===== src/rtl/cpu_trace_buffer_if.sv =====
// CPU trace bus and read-port bundle for cpu_trace_buffer.
// The CPU side drives fetch/opcode/addresses/data/halt; the consumer pops through rd_*.
interface cpu_trace_buffer_if #(
  parameter int ADDR_W = 13,
  parameter int DATA_W = 8,
  parameter int OP_W   = 3
);
  localparam int ENTRY_W = 2 * ADDR_W + OP_W + DATA_W;

  logic                fetch;
  logic [OP_W-1:0]     opcode;
  logic [ADDR_W-1:0]   pc_addr;
  logic [ADDR_W-1:0]   ir_addr;
  logic [DATA_W-1:0]   data;
  logic                halt;
  logic                rd_req;
  logic                rd_valid;
  logic [ENTRY_W-1:0]  rd_entry;

  modport master (
    output fetch, opcode, pc_addr, ir_addr, data, halt, rd_req,
    input  rd_valid, rd_entry
  );

  modport slave (
    input  fetch, opcode, pc_addr, ir_addr, data, halt, rd_req,
    output rd_valid, rd_entry
  );
endinterface


===== src/rtl/cpu_trace_buffer.sv =====
// Trace capture buffer: records {pc, opcode, ir_addr, data} on each fetch rising edge
// while capturing, with optional opcode trigger, halt stop and stop-or-wrap when full.
module cpu_trace_buffer #(
  parameter int ADDR_W = 13,
  parameter int DATA_W = 8,
  parameter int OP_W   = 3,
  parameter int DEPTH  = 16,
  parameter int WRAP   = 0
) (
  input  logic                   clk,
  input  logic                   reset_n,
  input  logic                   arm,
  input  logic                   abort,
  input  logic                   trig_en,
  input  logic [OP_W-1:0]        trig_op,
  cpu_trace_buffer_if.slave      bus,
  output logic [$clog2(DEPTH):0] count,
  output logic                   full,
  output logic                   empty,
  output logic                   overflow,
  output logic [1:0]             state,
  output logic                   halted
);
  localparam int PW      = $clog2(DEPTH);
  localparam int ENTRY_W = 2 * ADDR_W + OP_W + DATA_W;
  localparam logic [PW:0] CNT_FULL = (PW + 1)'(DEPTH);
  localparam bit STOP_ON_FULL = (WRAP == 0);

  localparam logic [1:0] IDLE    = 2'd0;
  localparam logic [1:0] ARMED   = 2'd1;
  localparam logic [1:0] CAPTURE = 2'd2;
  localparam logic [1:0] STOPPED = 2'd3;

  logic [ENTRY_W-1:0] mem [DEPTH];
  logic [PW-1:0]      wr_ptr;
  logic [PW-1:0]      rd_ptr;
  logic               fetch_q;
  logic               halt_q;

  logic ev, halt_edge, pop, trig_hit, do_write, drop, wr_en, rd_adv, inc, clear;

  // NOTE: every signal of an always_comb block is assigned on every path, so no latch can form.
  always_comb begin
    ev        = bus.fetch & ~fetch_q;
    halt_edge = bus.halt & ~halt_q;
    pop       = bus.rd_req & ~empty;
    trig_hit  = ev & (bus.opcode == trig_op);
    do_write  = ~abort & (((state == CAPTURE) & ev) | ((state == ARMED) & trig_hit));
    // A pop in the same cycle frees the slot, so a full buffer only drops when nothing is read.
    drop      = full & ~pop & STOP_ON_FULL;
    wr_en     = do_write & ~drop;
    rd_adv    = pop | (wr_en & full);
    inc       = wr_en & (~full | pop);
    clear     = ~abort & (state == STOPPED) & arm;
  end

  assign full         = (count == CNT_FULL);
  assign empty        = (count == '0);
  assign bus.rd_valid = ~empty;
  assign bus.rd_entry = mem[rd_ptr];

  // NOTE: the storage array has no reset; only pointers and count define which slots are valid.
  always_ff @(posedge clk) begin
    if (wr_en) mem[wr_ptr] <= {bus.pc_addr, bus.opcode, bus.ir_addr, bus.data};
  end

  // NOTE: sequential state uses non-blocking assignments so every register sees pre-edge values.
  always_ff @(posedge clk or negedge reset_n) begin
    if (!reset_n) begin
      state    <= IDLE;
      wr_ptr   <= '0;
      rd_ptr   <= '0;
      count    <= '0;
      overflow <= 1'b0;
      halted   <= 1'b0;
      fetch_q  <= 1'b0;
      halt_q   <= 1'b0;
    end else begin
      fetch_q <= bus.fetch;
      halt_q  <= bus.halt;

      if (clear) begin
        wr_ptr   <= '0;
        rd_ptr   <= '0;
        count    <= '0;
        overflow <= 1'b0;
        halted   <= 1'b0;
      end else begin
        if (wr_en)  wr_ptr <= wr_ptr + 1'b1;
        if (rd_adv) rd_ptr <= rd_ptr + 1'b1;
        count <= count + (PW + 1)'(inc) - (PW + 1)'(pop);
        if (do_write & full & ~pop) overflow <= 1'b1;
      end

      if (abort) begin
        state <= IDLE;
      end else begin
        case (state)
          IDLE, STOPPED: if (arm) state <= trig_en ? ARMED : CAPTURE;
          ARMED:         if (trig_hit) state <= drop ? STOPPED : CAPTURE;
          CAPTURE: begin
            if (halt_edge | (ev & drop)) state <= STOPPED;
            if (halt_edge) halted <= 1'b1;
          end
          default: state <= IDLE;
        endcase
      end
    end
  end
endmodule


===== src/flat_wrapper.sv =====
// flat-port wrapper written by rule: the top's interface ports become plain ports
module cpu_trace_buffer_flat 
#(
  parameter int ADDR_W = 13,
  parameter int DATA_W = 8,
  parameter int OP_W   = 3,
  parameter int DEPTH  = 16,
  parameter int WRAP   = 0
)
  (clk, reset_n, arm, abort, trig_en, trig_op, count, full, empty, overflow, state, halted, bus_fetch, bus_opcode, bus_pc_addr, bus_ir_addr, bus_data, bus_halt, bus_rd_req, bus_rd_valid, bus_rd_entry);
  cpu_trace_buffer_if #(.ADDR_W(ADDR_W), .DATA_W(DATA_W), .OP_W(OP_W)) bus_i ();
  input  logic clk;
  input  logic reset_n;
  input  logic arm;
  input  logic abort;
  input  logic trig_en;
  input  logic [OP_W-1:0] trig_op;
  output logic [$clog2(DEPTH):0] count;
  output logic full;
  output logic empty;
  output logic overflow;
  output logic [1:0] state;
  output logic halted;
  input wire logic [$bits(bus_i.fetch)-1:0] bus_fetch;
  input wire logic [$bits(bus_i.opcode)-1:0] bus_opcode;
  input wire logic [$bits(bus_i.pc_addr)-1:0] bus_pc_addr;
  input wire logic [$bits(bus_i.ir_addr)-1:0] bus_ir_addr;
  input wire logic [$bits(bus_i.data)-1:0] bus_data;
  input wire logic [$bits(bus_i.halt)-1:0] bus_halt;
  input wire logic [$bits(bus_i.rd_req)-1:0] bus_rd_req;
  output wire logic [$bits(bus_i.rd_valid)-1:0] bus_rd_valid;
  output wire logic [$bits(bus_i.rd_entry)-1:0] bus_rd_entry;
  assign bus_i.fetch = bus_fetch;
  assign bus_i.opcode = bus_opcode;
  assign bus_i.pc_addr = bus_pc_addr;
  assign bus_i.ir_addr = bus_ir_addr;
  assign bus_i.data = bus_data;
  assign bus_i.halt = bus_halt;
  assign bus_i.rd_req = bus_rd_req;
  assign bus_rd_valid = bus_i.rd_valid;
  assign bus_rd_entry = bus_i.rd_entry;
  cpu_trace_buffer #(.ADDR_W(ADDR_W), .DATA_W(DATA_W), .OP_W(OP_W), .DEPTH(DEPTH), .WRAP(WRAP)) u_core (.clk(clk), .reset_n(reset_n), .arm(arm), .abort(abort), .trig_en(trig_en), .trig_op(trig_op), .bus(bus_i), .count(count), .full(full), .empty(empty), .overflow(overflow), .state(state), .halted(halted));
endmodule

===== config.mk =====
export PLATFORM = sky130hd
export DESIGN_NAME = cpu_trace_buffer_flat
export DESIGN_NICKNAME = d
export VERILOG_FILES = /design/src/rtl/cpu_trace_buffer_if.sv /design/src/rtl/cpu_trace_buffer.sv /design/src/flat_wrapper.sv
export SDC_FILE = /design/constraint.sdc
export NUM_CORES = 1
export LEC_CHECK = 0
export ABC_CLOCK_PERIOD_IN_PS = 8200
export BUFFER_PORTS_ARGS = -buffer_cell sky130_fd_sc_hd__buf_2
export CORE_ASPECT_RATIO = 1.1
export CORE_MARGIN = 8
export CORE_UTILIZATION = 55
export CTS_BUF_LIST = sky130_fd_sc_hd__clkbuf_4 sky130_fd_sc_hd__clkbuf_8
export CTS_CLUSTER_SIZE = 25
export DETAILED_ROUTE_END_ITERATION = 6
export PLACE_DENSITY = 0.68
export SLEW_MARGIN = 40
export SYNTH_ARGS = -nofsm -noshare
export SYNTH_HDL_FRONTEND = slang
export SYNTH_SLANG_ARGS = --single-unit
export TNS_END_PERCENT = 1

===== constraint.sdc =====
create_clock -name clk -period 8.2 [get_ports clk]
set_input_delay 1.64 -clock clk [delete_from_list [all_inputs] [get_ports clk]]
set_output_delay 1.64 -clock clk [all_outputs]
set_load 0.02 [all_outputs]

# Word level (Yosys, flattened, before mapping)
# Memory sizes are Yosys's and may differ from the RTL's.
# Index checks and enable logic that the tools add are counted.
totals:
  input_bits: 48
  wordCells: 75
  memories: 1
  ramBits: 592
  register_bits: 19
mem_list:
  columns: ["memory", "words", "width", "read_ports", "rd_clocked_by_memory_dff", "write_ports", "line", "source"]
  rows:
  - ["u_core.mem", 16, 37, 1, 0, 1, "cpu_trace_buffer.sv:34", "logic [ENTRY_W-1:0] mem [DEPTH];"]
op_classes:
  mux: 20
  bitwise: 27
  add_sub_neg: 4
  reduce_logical: 7
  n_eq_ne: 8
ops:
  columns: ["operator", "count"]
  rows:
  - ["$and A1 B1 Y1", 16]
  - ["$mux W4", 4]
  - ["$mux W2", 5]
  - ["$mux W1", 9]
  - ["$add A4 B1 Y4 const B", 2]
  - ["$not A1 Y1", 7]
  - ["$ne A3 B3 Y1 const B", 2]
  - ["$pmux W2 S3", 1]
  - ["$reduce_bool A2 Y1", 3]
  - ["$add A5 B1 Y5", 1]
  - ["$eq A5 B5 Y1 const B", 1]
  - ["$logic_not A5 Y1", 1]
  - ["$mux W5", 1]
  - ["$sub A5 B1 Y5", 1]
  - ["$eq A2 B2 Y1 const B", 2]
  - ["$or A1 B1 Y1", 4]
  - ["$eq A3 B3 Y1", 1]
  - ["$ne A3 B2 Y1 const B", 1]
  - ["$reduce_and A3 Y1", 1]
  - ["$eq A2 B1 Y1 const B", 1]
  - ["$logic_not A2 Y1", 1]
  - ["$reduce_or A2 Y1", 1]

# Longest topological paths before layout
# Gate-level depths: netlist (run 1).
depth:
  ltp_word: 11
  depth_mapped: 16
  depth_no_buf: 15

# Worst setup path before layout (run 1)
# Ideal clock, no wire load.
synth_timing:
  path_kind: "input -> register"
  start: "in abort"
  end: "mem u_core.mem[1][0] in the netlist's numbering (enable)"
  slack_ps: 1362
  arrival_ps: 6301
  cell_stages: 5
  path_buffers: 1
  path_cell_list: "nor4bb_1 > and4_1 > o21ai_1 > buf_2 > nor4b_1"
synth_via:
  elab_chain_len: 5
synth_rtl:
  columns: ["item", "line", "source"]
  rows:
  - ["from (decl)", "flat_wrapper.sv:15", "input logic abort;"]
  - ["$not A1 Y1", "cpu_trace_buffer.sv:48", "do_write = ~abort & (((state == CAPTURE) & ev) | ((state == ARMED) & trig_hit));"]
  - ["$and A1 B1 Y1", "cpu_trace_buffer.sv:48", null]
  - ["$and A1 B1 Y1", "cpu_trace_buffer.sv:51", "wr_en = do_write & ~drop;"]
  - ["$mux W1", "cpu_trace_buffer.sv:64", "if (wr_en) mem[wr_ptr] <= {bus.pc_addr, bus.opcode, bus.ir_addr, bus.data};"]
  - ["$mux W1 (not written as such)", "cpu_trace_buffer.sv:64", null]
  - ["to (decl)", "cpu_trace_buffer.sv:34", null]
# No other way between the ends.

# Final worst setup path (run 1)
layout_timing:
  start: "reg u_core.rd_ptr[0]"
  end: "out bus_rd_entry[20]"
layout_via:
  elab_chain_len: 1
layout_rtl:
  columns: ["item", "line", "source"]
  rows:
  - ["from (decl)", "cpu_trace_buffer.sv:36", "logic [PW-1:0] rd_ptr;"]
  - ["from (signal assigned)", "cpu_trace_buffer.sv:90", "if (rd_adv) rd_ptr <= rd_ptr + 1'b1;"]
  - ["$mem_v2 Z16 W37", null, null]
  - ["to (decl)", "flat_wrapper.sv:32", "output wire logic [$bits(bus_i.rd_entry)-1:0] bus_rd_entry;"]
# No other way between the ends.

==> flow_results.org, run 1 <==
** Clock tree
- TritonCTS buffer count :: 91
- In this run, post-CTS hold repair placed 0 buffers.
- Clock latency on the worst-skew pair, taken at its later pin, is ~0.64 ns.
- The tree is rooted in a sky130_fd_sc_hd__clkbuf_8.
- No sink is reached through more buffers than the 3 on the longest clock path.
- The number of setup buffers added after CTS is 0.
- Sink Count :: around 610
- Post-cts repair resize count :: 0
- CTS H-tree lvls :: 3
- Clock-pin slew was measured on the worst setup and hold paths at roughly 0.070 ns.
- TritonCTS clock tree :: built

** Synthesis
- Number of enable-type register cells in the synthesized netlist :: 592
- The share of synthesized area in the top cell type comes to 0.756.
- After synthesis, the share of flip-flops with an asynchronous set or reset is 0.0311.
- The most used flip-flop cell after synthesis is sky130_fd_sc_hd__edfxtp_1.
- Total of warnings raised by yosys :: 0
- Each instance of the synthesized netlist takes up on average around 24 sq um.
- Portion of the post-synthesis area used by sequential elements :: 0.776
- Synthesis handed over a netlist of 965 instances.
- Synthesized flop and latch total :: 611
- The biggest area contributor in the post-synthesis netlist is sky130_fd_sc_hd__edfxtp_1.
- Number of distinct library cell variants in the gate-level netlist after synthesis :: 39
- The cell area that synthesis handed to floorplanning was approximately 0.024 sq mm.
- The number of nets handed over by synthesis was roughly 1000.
- Cells taking the most area after synthesis :: sky130_fd_sc_hd__edfxtp_1, sky130_fd_sc_hd__mux4_2, sky130_fd_sc_hd__dfrtp_1

** Setup path
- Along the worst path, the maximum fanout reaches 34.
- The startpoint identified for the worst register-to-register timing path is u_core.state[1].
- STA classifies the critical path startpoint as a flip-flop.
- Worst reg-to-reg path cell count :: 9
- Most prevalent standard cell on the critical path :: sky130_fd_sc_hd__mux4_2
- STA classifies the critical path endpoint as a primary output.
- Peak per-stage delay on the critical path :: 0.82 ns
- Data arrives at the worst endpoint at 3.45 ns.
- Critical R2R Capture :: u_core.mem[9][33]
- The signal on the critical path passes through buf_4 > mux4_2 > mux4_2 > buf_2.
- The critical path contains buffers and inverters numbering 2 combined.
- Setup slack of the most critical reg-to-reg path :: just over 5 ns
- The kind of cell with the highest combined delay along the critical path is multiplexers.
- Max stage delay cell, worst path :: sky130_fd_sc_hd__dfrtp_4
- Required @ worst endpoint :: about 6.6 ns
- WS Path Type :: reg2out

** Pwr
- In this run the power spent charging and discharging nets is 2360 uW.
- Combinational fraction of design power :: 0.281
- Sequential cell fraction of total power :: 0.444
- Design internal power :: 5850 uW
- IR analysis of the VDD net gives a maximum drop of 0.306 mV.
- For this design the ratio of total power to cell area is 311 mW/mm^2.
- Share of power burned in the clock network :: 0.275
- Net Sw Frac :: 0.287
- In this run the static leakage power is 0.00852 uW.

** Detailed routing
- Before antenna repair, the detailed router went through 5 iterations.
- 1st-iter DRT viols :: 928
- Count of unresolved DRC violations after routing :: 0
- Drt wl/cell :: 27.4 um
- ANT nets after route :: 0
- Vias post-DR :: around 11000
- Wires add up to 47900 um.
- After detailed routing, the number of vias per cell comes to 6.09.

** Hold path
- Number of cells traversed by the worst hold path :: 2
- WHS Endpoint :: u_core.overflow
- Start point of the worst min-delay path :: u_core.overflow
- Hold/Removal Path Class :: reg2reg

** Floorplan
- Die outline height :: 233 um
- Number of rows created at floorplan :: 79
- Width of the die :: ~210 um
- After floorplanning, the core was sized to cover 0.0422 sq mm.
- For this configuration, the core starts out at a cell density of 0.557.
- Die Footprint :: 0.0496 sq mm
- I/O pins :: 97

** Placement
- In this run the cell area measured after placement is ~0.025 sq mm.
- Summed over all nets, the half-perimeter wirelength after detailed placement is between 20000 and 25000 um.
- At the end of routability-driven placement, the weighted congestion stood at ~0.7.
- Input and output buffers added on the ports amount to 96.

** Global route
- Entering global routing, the biggest net connects between 100 and 150 pins.
- The first global-routing pass estimated between 70000 and 80000 um of wire.
- Initial antenna violation count :: 1
- Number of global-route vias before repair :: 11400
- Total Routing Usage GR :: 0.198
- Overflow left after global routing :: 0

** STA
- Fin crit period :: a little over 5 ns
- Timing would allow up to approximately 200 MHz.
- TNS Setup :: 0 ns
- The worst pin sits at a relative slew slack of 0.446.
- In the finished design, the share of the clock period the worst path needs comes to 0.620.
- Post-route clock skew :: 0.0309 ns
- RSZ-0062 raised after global routing :: false
- Setup Viol. Count Final :: 0
- The max-slew violation count is 0.
- The final hold violation count was 0.
- Least-Margin Pin Slew :: 0.830 ns

** Outcome
- The run finished with clean final reports.

** Run
- Number of maximum-capacitance constraint violations :: 0

** Cells and area
- The number of antenna diodes in the final layout is 0.
- The area growth from synthesis to layout is 12.1%.
- The finished cells cover 0.0264 sq mm.
- In the final design database the tool counted 1193 nets.
- The layout has 2874 filler cells.
- In the final layout, the share of cells above drive strength 1 is 0.381.
layout make-up:
cell class	count	area [sq um]	area share
clock buffers	118	1470	0.0559
inverters	18	67.6	0.00256
repair buffers	120	711	0.0270
flip-flops and latches	611	18300	0.693
multi-input cells	288	4980	0.189
clock inverters	30	154	0.00584
well taps	567	709	0.0269
how the worst max path moves through the flow:
stage,start,slack [ns],endpoint,cells past startpoint
2_1_floorplan,abort,1.36,u_core.mem[1][0],5
3_3_place_gp,u_core.rd_ptr[0],3.72,bus_rd_entry[25],4
3_5_place_dp,u_core.rd_ptr[0],3.72,bus_rd_entry[25],4
4_1_cts,u_core.rd_ptr[0],2.98,bus_rd_entry[20],4
5_1_grt,u_core.rd_ptr[0],2.89,bus_rd_entry[20],4
6_report,u_core.rd_ptr[0],3.11,bus_rd_entry[20],4
cells by family after synthesis:
family                     count (synthesis)  share of synthesized area
AOI/OAI and AO/OA                         17                    0.00447
xor gates and xnor gates                  10                    0.00372
adders and majority gates                 15                    0.00830
buffers and inverters                     66                     0.0145
DFF                                      611                      0.776
muxes                                    189                      0.179
and+or+nand+nor                           57                     0.0138
power by group through the flow:
stage	Combinational (uW)	Sequential, uW	Clock (uW)
2_1_floorplan	1850	3600	0
3_3_place_gp	2270	3770	0
3_5_place_dp	2360	3710	0
4_1_cts	2370	3650	2300
5_1_grt	2480	3660	2430
6_report	2310	3640	2250
flip-flops by register name (all words and copies together) (netlist names):
register         cells
u_core.count         5
u_core.fetch_q       1
u_core.halt_q        1
u_core.halted        1
u_core.mem         592
u_core.overflow      1
u_core.rd_ptr        4
u_core.state         2
u_core.wr_ptr        4
per-stage QoR:
stage	hold slack [ns]	power [uW]	cells	setup slack (ns)	utilization
after floorplan	0.514	5460	965	1.36	-
after global placement	0.529	6040	1602	3.72	0.585
after detailed placement	0.521	6080	1604	3.72	0.586
after CTS	0.547	8320	1752	2.98	0.624
after global routing	0.563	8570	1752	2.89	0.624
final	0.527	8200	1752	3.11	0.624
metal layers:
| layer | GRT usage | wire length [um] | share of wire |
|---|---|---|---|
| met4 | 0.0656 | 818 | 0.017 |
| met1 | 0.271 | 19700 | 0.41 |
| met5 | 0 | 10 | 0.00021 |
| met3 | 0.0373 | 3450 | 0.072 |
| met2 | 0.320 | 24000 | 0.50 |
cells in the mapped netlist, types with 2 or more instances:
master / n
sky130_fd_sc_hd__edfxtp_1: 592
sky130_fd_sc_hd__mux4_2: 185
sky130_fd_sc_hd__clkbuf_1: 26
sky130_fd_sc_hd__dfrtp_1: 19
sky130_fd_sc_hd__inv_1: 18
sky130_fd_sc_hd__nor2_1: 18
sky130_fd_sc_hd__ha_1: 14
sky130_fd_sc_hd__buf_6: 11
sky130_fd_sc_hd__buf_2: 9
sky130_fd_sc_hd__and3_1: 8
sky130_fd_sc_hd__a21oi_1: 7
sky130_fd_sc_hd__nor4b_1: 6
sky130_fd_sc_hd__xnor2_1: 6
sky130_fd_sc_hd__nand2_1: 4
sky130_fd_sc_hd__nand2b_1: 4
sky130_fd_sc_hd__nor3_1: 4
sky130_fd_sc_hd__xor2_1: 4
sky130_fd_sc_hd__mux2i_1: 3
sky130_fd_sc_hd__buf_1: 2
sky130_fd_sc_hd__nand3_1: 2
sky130_fd_sc_hd__nor2b_1: 2
sky130_fd_sc_hd__o21ai_0: 2
sky130_fd_sc_hd__o21ai_1: 2
sky130_fd_sc_hd__or3_1: 2
worst min-delay path: stages (launching register included):
cell and delay, ns:
sky130_fd_sc_hd__dfrtp_1 0.35, sky130_fd_sc_hd__a21oi_1 0.04, sky130_fd_sc_hd__nor2_1 0.09
cells in the final DEF (no fill, tap or decap), types with 2 or more instances in the layout:
| cell | count |
|---|---|
| sky130_fd_sc_hd__a21oi_1 | 7 |
| sky130_fd_sc_hd__and3_2 | 8 |
| sky130_fd_sc_hd__buf_12 | 4 |
| sky130_fd_sc_hd__buf_2 | 96 |
| sky130_fd_sc_hd__buf_4 | 20 |
| sky130_fd_sc_hd__clkbuf_4 | 24 |
| sky130_fd_sc_hd__clkbuf_8 | 94 |
| sky130_fd_sc_hd__clkinv_1 | 22 |
| sky130_fd_sc_hd__clkinv_2 | 5 |
| sky130_fd_sc_hd__dfrtp_1 | 15 |
| sky130_fd_sc_hd__dfrtp_4 | 3 |
| sky130_fd_sc_hd__edfxtp_1 | 592 |
| sky130_fd_sc_hd__ha_1 | 14 |
| sky130_fd_sc_hd__inv_1 | 18 |
| sky130_fd_sc_hd__mux2i_1 | 3 |
| sky130_fd_sc_hd__mux4_2 | 185 |
| sky130_fd_sc_hd__nand2_1 | 4 |
| sky130_fd_sc_hd__nand2b_1 | 4 |
| sky130_fd_sc_hd__nand3_1 | 2 |
| sky130_fd_sc_hd__nor2_1 | 18 |
| sky130_fd_sc_hd__nor2b_1 | 2 |
| sky130_fd_sc_hd__nor3_2 | 3 |
| sky130_fd_sc_hd__nor4b_2 | 5 |
| sky130_fd_sc_hd__o21ai_0 | 2 |
| sky130_fd_sc_hd__o21ai_1 | 2 |
| sky130_fd_sc_hd__or3_1 | 2 |
| sky130_fd_sc_hd__xnor2_1 | 6 |
| sky130_fd_sc_hd__xor2_1 | 4 |
No activity file was read; power rests on OpenSTA's default activity.
==> inputs of run 2 (changes only) <==
--- a/config.mk
+++ b/config.mk
@@ -5,7 +5,7 @@
 export SDC_FILE = /design/constraint.sdc
 export NUM_CORES = 1
 export LEC_CHECK = 0
-export ABC_CLOCK_PERIOD_IN_PS = 8200
+export ABC_CLOCK_PERIOD_IN_PS = 5200
 export BUFFER_PORTS_ARGS = -buffer_cell sky130_fd_sc_hd__buf_2
 export CORE_ASPECT_RATIO = 1.1
 export CORE_MARGIN = 8
==> constraint.sdc (replaced) <==
create_clock -name clk -period 5.2 [get_ports clk]
set_input_delay 1.04 -clock clk [delete_from_list [all_inputs] [get_ports clk]]
set_output_delay 1.04 -clock clk [all_outputs]
set_load 0.02 [all_outputs]
==> flow_results.org, run 2 (synthesis gave the netlist of run 1 again) <==
** Cells and area
- Of the cells placed in the final design, the portion with a size suffix greater than 1 is 0.394.
- For this run, the post-layout net count is 1209.
- Relative to the synthesized area, the layout overhead comes to 13.4%.
- Most common cell after layout, fill and taps aside :: sky130_fd_sc_hd__edfxtp_1
- Counting the fill cells in the layout gives 2838.
- Most flop-heavy register :: u_core.mem
- Commonest cells after routing, fill and taps aside :: sky130_fd_sc_hd__edfxtp_1, sky130_fd_sc_hd__mux4_2, sky130_fd_sc_hd__clkbuf_8, sky130_fd_sc_hd__buf_2, sky130_fd_sc_hd__buf_4
- Number of flip-flops in the largest register :: between 500 and 600
- Final Non-Filler Cells :: 1793
- In the final layout, the registers with the most flip-flops are u_core.mem: 592 flops, u_core.count: 5 flops.

** Global route
- Overflow left after global routing :: 0
- Largest net degree at the start of global routing :: 61
- For met1 alone, demand over resource in global routing was 0.268.
- In the global route stage, overall resource usage came out at 0.195.
- The first global-routing pass estimated 71000 um of wire.
- The layer flagged by global routing as most heavily used is met2.
- For met3 alone, demand over resource in global routing was 0.0377.
- For this run, global-route usage on met2 was measured as 0.316.
- Initial antenna violation count :: 3
- The number of global-route vias before repair is 11500.

** Pwr
- The worst-case IR drop observed on VDD is 0.396 mV.
- Leakage power :: 0.00868 uW
- Sum of internal, switching and leakage power :: approximately 13000 uW
- Areal power density over the cells :: 495 mW/mm^2

** Clock tree
- The clock net in this run drives a total of 611 sinks.
- Clock-pin slew of the registers on the worst-case setup and hold paths :: 0.06 ns
- Hold buffers post-CTS :: 0
- CTS placed an instance of sky130_fd_sc_hd__clkbuf_8 at the clock tree root.
- Post-cts repair resize count :: 0
- Counting along the longest clock path gives a buffer depth of 3.
- CTS H-tree lvls :: 3
- For the worst-skew pair, the clock arrives at the later sink with an insertion delay of 0.63 ns.
- Post-CTS timing repair inserted 0 buffers for setup.
- Clock tree synthesis inserted a total of 93 buffers.
- TritonCTS clock tree :: built

** Setup path
- Setup slack of the most critical reg-to-reg path :: roughly 1.9 ns
- Peak per-stage delay on the critical path :: around 0.93 ns
- The worst setup path is captured at a primary output.
- Endpoint arrival time on the critical path :: 3.12 ns
- The critical path is of the reg2out type.
- The worst setup path is launched from a flip-flop.
- At the worst endpoint, the required time is 4.16 ns.
- CP Cell Sequence :: buf_4 > mux4_2 > mux4_2 > buf_2
- Origin of the critical flop-to-flop path :: u_core.state[1]
- For the worst flop-to-flop path, the logic depth is 8.
- Critical R2R Capture :: u_core.mem[15][22]
- Highest net fanout along the worst path :: 49
- Worst setup path startpoint :: u_core.rd_ptr[1]
- Among all stages on the critical path, the largest delay is contributed by sky130_fd_sc_hd__dfrtp_4.
- The most numerous cell type found on the critical path is sky130_fd_sc_hd__mux4_2.
- Capturing element of the worst setup path :: bus_rd_entry[28]

** Detailed routing
- The detail route stage leaves a number of antenna-violating nets equal to 0.
- Number of iterations in the first detailed-routing pass :: 4
- Dividing the detail-routed wire length by the instance count gives 26.2 um.
- 1st-iter DRT viols :: 826
- Vias post-DR :: 10700
- Drt via density :: approximately 5.9
- Count of unresolved DRC violations after routing :: 0
- For this block, the routed nets add up to 47000 um of wire.

** Placement
- Count of buffers from port buffering :: 96
- Number of placed cells counting well taps :: 1618
- Last weighted congestion value of the routability-driven placer :: 0.740
- Place WS :: 1.38 ns
- Once detailed placement completed, the half-perimeter wirelength came to 26100 um.

** Outcome
- Status :: finished clean

** Run
- Number of maximum-capacitance constraint violations :: 0

** STA
- TNS Setup :: 0 ns
- Worst relative slew slack :: 0.479
- In the finished design, the share of the clock period the worst path needs comes to 0.801.
- Post-route clock skew :: 0.0170 ns
- Setup Viol. Count Final :: 0
- Final Max Slew Viols :: 0
- Smallest hold slack :: 0.339 ns
- Final WS setup :: about 1.0 ns
- Fin crit period :: about 4.2 ns
- The final hold violation count came to 0.
- Least-Margin Pin Slew :: ~0.78 ns
- Setup repair after global routing left no endpoint under its margin.
- Based on the critical path, the design can be clocked at up to 240 MHz.

** Floorplan
- Die Footprint :: about 0.050 sq mm
- The die is ~210 um wide.
- For this configuration, the core starts out at a cell density of 0.557.
- Floorplan core area :: 0.0422 sq mm
- In this run the core area contains 79 standard-cell rows.
- The die is 233 um tall.
- I/O pins :: 97

** Hold path
- Hold/Removal Path Class :: in2async
[run 2: cell count changes in the layout (fill, tap and decap cells not counted), sizes merged]
cell / delta
buf: +14
clkinvlp: +2
diode: +1
clkinv: +18
clkbuf: +6
[run 2: stage by stage]
step,util,cell area [sq um]
after floorplan,-,23500
after global placement,0.588,24800
after detailed placement,0.589,24900
after CTS,0.631,26600
after global routing,0.632,26700
final,0.632,26700
[run 2: how the worst min path moves through the flow]
stage | to | slack [ns] | cells after the start | start
final | u_core.count[2] | 0.34 | 1 | reset_n
after global routing | u_core.wr_ptr[2] | 0.36 | 1 | reset_n
after CTS | u_core.rd_ptr[2] | 0.32 | 1 | reset_n
after detailed placement | u_core.overflow | 0.53 | 2 | u_core.overflow
after global placement | u_core.overflow | 0.53 | 2 | u_core.overflow
after floorplan | u_core.halted | 0.51 | 2 | u_core.halt_q
[run 2: routing by layer]
metal / routed length [um] / vias to the layer above
met2: 23600 / 325
met4: 959 / 4
li1: - / 4523
met1: 19800 / 5738
met5: 23 / -
met3: 2600 / 78
[run 2: cell type report]
class	count	area [sq um]	area share
Antenna cell	1	2.50	0.0000939
Tap cell	567	709	0.0266
Multi-Input combinational cell	288	4980	0.187
Clock buffer	124	1530	0.0574
Timing Repair Buffer	134	848	0.0318
Sequential cell	611	18300	0.685
Inverter	18	67.6	0.00253
Clock inverter	50	248	0.00929
[run 2: worst max-delay path, delay by kind of cell (launching register included)]
family                 cells  cell delay (ns)
buffers and inverters      2             0.60
muxes                      2             0.92
DFF                        1             0.93
[run 2: power breakdown]
| part | switching (uW) | internal [uW] | leakage (uW) |
|---|---|---|---|
| sequential | 257 | 5500 | 0.00555 |
| combinational | 1820 | 1880 | 0.00219 |
| clock | 1760 | 1970 | 0.000941 |
